--- src/rtl/pwm_cfg_loader_pkg.sv ---
// Shared types and frame layout for the serial PWM configuration loader.
package pwm_cfg_loader_pkg;

    typedef enum logic [1:0] {
        IDLE,
        SHIFT,
        CHECK,
        WAIT_HIGH
    } state_t;

    localparam int unsigned SEL_BIT          = 15;
    localparam int unsigned DATA_MSB         = 11;
    localparam int unsigned DATA_W           = DATA_MSB + 1;
    localparam int unsigned DUTY_MAX_DEFAULT = 100;

endpackage

--- src/rtl/pwm_cfg_loader_sync_edge_det.sv ---
// Multi-flop synchronizer for one asynchronous input plus a change detector
// on the synchronized level; the consumer decodes rise/fall from level+toggle.
module sync_edge_det #(
    parameter int unsigned STAGES  = 2,
    parameter logic        RST_VAL = 1'b0
) (
    input  logic clk,
    input  logic rst,
    input  logic i_async,
    output logic o_sync,
    output logic o_toggle_c
);

    logic [STAGES-1:0] r_chain;
    logic              r_prev;

    always_ff @(posedge clk) begin
        if (rst) begin
            r_chain <= {STAGES{RST_VAL}};
            r_prev  <= RST_VAL;
        end else begin
            r_chain <= (r_chain << 1) | STAGES'(i_async);
            r_prev  <= r_chain[STAGES-1];
        end
    end

    assign o_sync     = r_chain[STAGES-1];
    assign o_toggle_c = r_chain[STAGES-1] ^ r_prev;

endmodule

--- src/rtl/pwm_cfg_loader.sv ---
// Receives serial configuration frames (sel + 12-bit data) and converts each
// valid frame into a single write strobe toward a PWM generator.
module pwm_cfg_loader
    import pwm_cfg_loader_pkg::*;
#(
    parameter int unsigned FRAME_BITS  = 16,
    parameter int unsigned SYNC_STAGES = 2,
    parameter int unsigned DUTY_MAX    = DUTY_MAX_DEFAULT
) (
    input  logic              clk,
    input  logic              rst,
    input  logic              sclk,
    input  logic              cs_n,
    input  logic              mosi,
    output logic [DATA_W-1:0] cfg_data,
    output logic              cfg_sel,
    output logic              cfg_wr_en,
    output logic              busy,
    output logic              frame_err,
    output logic              duty_clamped
);

    localparam int unsigned CNT_W    = $clog2(FRAME_BITS + 2);
    localparam int unsigned SETTLE_W = $clog2(SYNC_STAGES + 1);
    localparam logic [CNT_W-1:0]    CNT_FULL   = CNT_W'(FRAME_BITS);
    localparam logic [CNT_W-1:0]    CNT_SAT    = CNT_W'(FRAME_BITS + 1);
    localparam logic [SETTLE_W-1:0] SETTLE_END = SETTLE_W'(SYNC_STAGES);
    localparam logic [DATA_W-1:0]   DUTY_LIM   = DATA_W'(DUTY_MAX);

    state_t               r_state;
    logic [CNT_W-1:0]     r_cnt;
    logic [SETTLE_W-1:0]  r_settle;
    logic [FRAME_BITS-1:0] r_shift;
    logic [SYNC_STAGES-1:0] r_mosi_chain;
    logic [DATA_W-1:0]    r_cfg_data;
    logic                 r_cfg_sel;
    logic                 r_wr_en;
    logic                 r_busy;
    logic                 r_err;
    logic                 r_clamped;

    logic w_sclk_sync, w_sclk_tgl, w_cs_sync, w_cs_tgl;
    logic w_sclk_rise, w_cs_rise, w_cs_fall, w_mosi, w_sel;
    logic [DATA_W-1:0] w_data;

    sync_edge_det #(.STAGES(SYNC_STAGES), .RST_VAL(1'b0)) u_sclk_sync (
        .clk        (clk),
        .rst        (rst),
        .i_async    (sclk),
        .o_sync     (w_sclk_sync),
        .o_toggle_c (w_sclk_tgl)
    );

    sync_edge_det #(.STAGES(SYNC_STAGES), .RST_VAL(1'b1)) u_cs_sync (
        .clk        (clk),
        .rst        (rst),
        .i_async    (cs_n),
        .o_sync     (w_cs_sync),
        .o_toggle_c (w_cs_tgl)
    );

    // mosi travels the same depth as sclk so it is aligned with the sclk rise
    always_ff @(posedge clk) begin
        if (rst) r_mosi_chain <= '0;
        else     r_mosi_chain <= (r_mosi_chain << 1) | SYNC_STAGES'(mosi);
    end

    assign w_mosi      = r_mosi_chain[SYNC_STAGES-1];
    assign w_sclk_rise = w_sclk_tgl & w_sclk_sync;
    assign w_cs_rise   = w_cs_tgl & w_cs_sync;
    assign w_cs_fall   = w_cs_tgl & ~w_cs_sync;
    assign w_sel       = r_shift[SEL_BIT];
    assign w_data      = r_shift[DATA_MSB:0];

    // WAIT_HIGH first lets the synchronizers flush their reset values, then
    // waits for a real cs_n high so a frame cut by reset is dropped silently.
    always_ff @(posedge clk) begin
        if (rst) begin
            r_state    <= WAIT_HIGH;
            r_settle   <= '0;
            r_cnt      <= '0;
            r_shift    <= '0;
            r_cfg_data <= '0;
            r_cfg_sel  <= 1'b0;
            r_wr_en    <= 1'b0;
            r_busy     <= 1'b0;
            r_err      <= 1'b0;
            r_clamped  <= 1'b0;
        end else begin
            r_wr_en   <= 1'b0;
            r_err     <= 1'b0;
            r_clamped <= 1'b0;
            case (r_state)
                WAIT_HIGH: begin
                    if (r_settle != SETTLE_END) r_settle <= r_settle + 1'b1;
                    else if (w_cs_sync)         r_state  <= IDLE;
                end
                IDLE: begin
                    if (w_cs_fall) begin
                        r_state <= SHIFT;
                        r_cnt   <= '0;
                        r_busy  <= 1'b1;
                    end
                end
                SHIFT: begin
                    if (w_cs_rise) begin
                        r_state <= CHECK;
                    end else if (w_sclk_rise) begin
                        r_shift <= {r_shift[FRAME_BITS-2:0], w_mosi};
                        if (r_cnt != CNT_SAT) r_cnt <= r_cnt + 1'b1;
                    end
                end
                CHECK: begin
                    r_state <= IDLE;
                    r_busy  <= 1'b0;
                    if (r_cnt == CNT_FULL) begin
                        r_wr_en   <= 1'b1;
                        r_cfg_sel <= w_sel;
                        if (!w_sel && (w_data > DUTY_LIM)) begin
                            r_cfg_data <= DUTY_LIM;
                            r_clamped  <= 1'b1;
                        end else begin
                            r_cfg_data <= w_data;
                        end
                    end else begin
                        r_err <= 1'b1;
                    end
                end
                default: r_state <= WAIT_HIGH;
            endcase
        end
    end

    assign cfg_data     = r_cfg_data;
    assign cfg_sel      = r_cfg_sel;
    assign cfg_wr_en    = r_wr_en;
    assign busy         = r_busy;
    assign frame_err    = r_err;
    assign duty_clamped = r_clamped;

endmodule
--- config.mk ---
export PLATFORM = sky130hd
export DESIGN_NAME = pwm_cfg_loader
export DESIGN_NICKNAME = d
export VERILOG_FILES = /design/src/rtl/pwm_cfg_loader_pkg.sv /design/src/rtl/pwm_cfg_loader_sync_edge_det.sv /design/src/rtl/pwm_cfg_loader.sv
export SDC_FILE = /design/constraint.sdc
export NUM_CORES = 1
export LEC_CHECK = 0
export ABC_CLOCK_PERIOD_IN_PS = 2000
export BUFFER_PORTS_ARGS = -buffer_cell sky130_fd_sc_hd__buf_4
export CAP_MARGIN = 0
export CORE_MARGIN = 8
export CORE_UTILIZATION = 55
export DETAILED_ROUTE_END_ITERATION = 8
export PLACE_DENSITY = 0.76
export SLEW_MARGIN = 20
export SYNTH_ARGS = -nofsm -noshare
export SYNTH_HDL_FRONTEND = slang
export SYNTH_HIERARCHICAL = 1
export SYNTH_SLANG_ARGS = --single-unit
export TNS_END_PERCENT = 100
--- constraint.sdc ---
create_clock -name clk -period 2 [get_ports clk]
set_input_delay 0.1 -clock clk [delete_from_list [all_inputs] [get_ports clk]]
set_output_delay 0.1 -clock clk [all_outputs]
set_load 0.01 [all_outputs]
==> summary.md <==
| Metric | Value |
|---|---|
| Outcome | finished clean |
| Crit Path Class | register to register |
| IR drop worst, VDD | 0.4907 mV |
| Effective utilization at floorplan | 0.5605 |
| Number of CTS-inserted buffers | 5 |
| Pwr Density | 798.3 nW/um2 |
| Mapped Cells | 214 |
| Hold depth | 2 |
| Root buffer cell | clkbuf_4 |
| Setup Buffers After CTS | 0 |
| Net count of the mapped netlist | 223 |
| Most Crowded Layer GR | met2 |
| Remaining number of nets flagged by the antenna check after routing | 0 |
| Endpoints failing hold | 0 |
| Final worst path period share | 0.9066 |
| Num ports | 22 |
| DRC violations left | 0 |
| Vias in the first global route | 1360 |
| Fmax | 551.5 MHz |
| Count of unique library cells instantiated by Yosys | 41 |
| Worst slew margin relative to its limit | 0.6868 |
| Number of search-and-repair iterations in the first detailed-routing pass | 4 |
| Vert. Die Dim | 76.39 um |
| Cells on worst reg2reg path | 5 |
| Dominant cell type by area after synthesis | dfxtp_1 |
| Sink count of the clock tree | 50 |
| Pre-CTS WS | 0.2219 ns |
| Worst path arrival time | 2.11 ns |
| Met1 Usage GRT | 0.1372 |
| Core ar. | 3578 um2 |
| Met2 Track Usage GR | 0.1954 |
| Hold path startpoint | rst |
| Critical path fanouts, max | 7 |
| Launching instance or port of the critical path | u_cs_sync/r_chain[1] |
| Overall overflow remaining after global route | 0 |
| Ranking of synthesized cells by instance count | 50 x dfxtp_1, 25 x nor2_1, 18 x a21oi_1, 18 x nand2_1, 16 x mux2i_1 |
| Warning count from the yosys run | 6 |
| Final cell area excluding filler cells | 2282 um2 |
| Worst Skew | 0.01308 ns |
| Hold Crit Class | input port to register |
| Capture instance of the worst register-to-register path | r_cnt[4] |
| Unrepaired setup endpoints after global routing | false |
| Met3 global-route usage | 0.05071 |
| CP endpoint kind | register |
| Later-pin clock latency in the skew report | 0.37 ns |
| Final critical path time including I/O delays and setup | 1.813 ns |
| Count of max-cap constraint violations | 0 |
| Total Routed Length | 3443 um |
| Clock-pin slew on the worst setup and hold paths | 0.14 ns |
| Antenna fix cells | 0 |
| Resize count post-CTS | 0 |
| End point of the worst hold path | r_shift[5] |
| Average routed wire per standard cell | 12.04 um |
| Port buffer count | 21 |
| Sequential fraction of the synthesis area | 0.4991 |
| Final-layout setup total negative slack | 0 ns |
| Static leakage power | 0.8656 nW |
| Slew @ Worst Pin | 0.4698 ns |
| Post-synthesis area per instance | 9.372 um2 |
| Hold-fix buffers, CTS | 3 |
| Final number of max-transition violations | 0 |
| Startpoint type of the worst setup path | register |
| Via-to-Cell Ratio | 5.199 |
| Async SR Flop Fraction | 0 |
| Die Span X | 76.39 um |
| First-pass GRT wire length | 5947 um |
| Total via count in the routed design | 1487 |
| DIE AREA | 5835 um2 |
| Post-route worst setup slack | 0.1867 ns |
| Launching point of the worst reg2reg path | u_cs_sync/r_chain[1] |
| Count of flip-flops with a built-in enable after synthesis | 0 |
| Total of endpoints with negative setup slack in the final report | 0 |
| Ys flop type | dfxtp_1 |
| Maximum number of pins on one net before global-route repair | 47 |
| Area growth, synth to finish | 13.79% |
| Buffer levels on the longest clock path | 2 |
| Reg2reg setup slack | 0.19 ns |
| Required time of the worst setup path | 2.30 ns |
| Post-DP Area | 2197 um2 |
| Clock tree from TritonCTS | built |
| H-Tree Depth | 2 |
| Share of the synthesized area in the top cell type | 0.4991 |
| Initial drt markers | 110 |
| Post-synthesis instance area | 2006 um2 |
| Tightest hold margin | 0.1380 ns |
| Layout cells sized above 1 | 0.1555 |
| Number of antenna violations at the first check in global routing | 0 |
| Most instantiated library cell after synthesis | dfxtp_1 |
| Largest cells by area after synthesis | dfxtp_1 50%, mux2i_1 8.0%, nor2_1 4.7%, a21oi_1 4.5%, nand2_1 3.4% |
| Post-detail-place hpwl | 2400 um |
| Number of flip-flops and latches in the synthesized netlist | 50 |
| Number of standard cells in the layout, taps in and fillers out | 286 |
| Final estimated routing congestion in global placement | 0.8409 |
| Placement Rows | 22 |
| Placed Instances | 275 |
| Nets@finish | 246 |
| Tot GR Track Use | 0.1232 |
==> layout by cell type (no fill, tap or decap), drive strengths merged, types with 2 or more instances in the layout <==
cell          n
o211a         3
inv           9
nor3b         2
clkbuf        6
dlygate4sd3   3
a21oi        18
o21ai         4
ha            4
nand3         8
or4           5
buf          24
mux2i        16
or2           6
clkinv        2
nor2         25
xor2          3
nand4         2
nor3          7
o211ai        2
nor2b         5
nand2        18
dfxtp        50
==> report_power, final <==
part / leakage (nW) / internal (mW) / switching [mW] / total [mW]
logic: 0.428 / 0.129 / 0.158 / 0.287
clock network: 0.0322 / 0.139 / 0.311 / 0.449
registers: 0.405 / 1.04 / 0.0413 / 1.09
total: 0.866 / 1.31 / 0.510 / 1.82
==> layer usage <==
| layer | routed length [um] | up-vias |
|---|---|---|
| li1 | - | 783 |
| met1 | 1641 | 662 |
| met2 | 1506 | 37 |
| met3 | 230 | 5 |
| met4 | 65 | 0 |
| met5 | 0 | - |
==> registers in the layout, summed over array words and instances (netlist names) <==
name	cells
busy	1
cfg_data	12
cfg_sel	1
cfg_wr_en	1
duty_clamped	1
frame_err	1
r_cnt	5
r_mosi_chain	2
r_settle	2
r_shift	16
r_state	2
u_cs_sync/r_chain	2
u_cs_sync/r_prev	1
u_sclk_sync/r_chain	2
u_sclk_sync/r_prev	1
==> metrics by stage <==
step,power [mW],utilization
6_report,1.822,0.6378
5_1_grt,1.926,0.6378
4_1_cts,1.845,0.6378
3_5_place_dp,1.393,0.6140
3_3_place_gp,1.383,0.6140
2_1_floorplan,1.338,-
==> cell families after synthesis <==
kind of cell / Yosys count / share of synthesized area
buf+inv: 20 / 0.04741
simple gates: 85 / 0.2221
xor+xnor: 4 / 0.01747
mux: 16 / 0.07985
flops: 50 / 0.4991
compound gates: 35 / 0.1092
fa+ha+maj: 4 / 0.02495
==> worst max path at each step <==
stage	to	slack, ns	depth (start not counted)
floorplan	r_shift[5]	0.24	7
finish	r_cnt[4]	0.19	5
global placement	r_cnt[4]	0.24	5
CTS	r_cnt[4]	0.18	5
detailed placement	r_cnt[4]	0.22	5
global route	r_cnt[4]	0.01	5
==> area by class of cell <==
cell class / count / area (um2)
clock buffers: 6 / 41.29
clock inverters: 2 / 13.76
fillers: 309 / 1296
inverters: 9 / 33.78
multi-input cells: 144 / 909.6
flip-flops and latches: 50 / 1001
well taps: 48 / 60.06
repair buffers: 27 / 222.7
==> worst max-delay path, cell delays in order (launching register included) <==
cell and delay, ns:
dfxtp_1 0.46, xor2_1 0.12, a21oi_1 0.28, o211ai_1 0.23, or4_1 0.51, a21oi_1 0.15
Note: power is estimated with default switching activity, not from simulation.
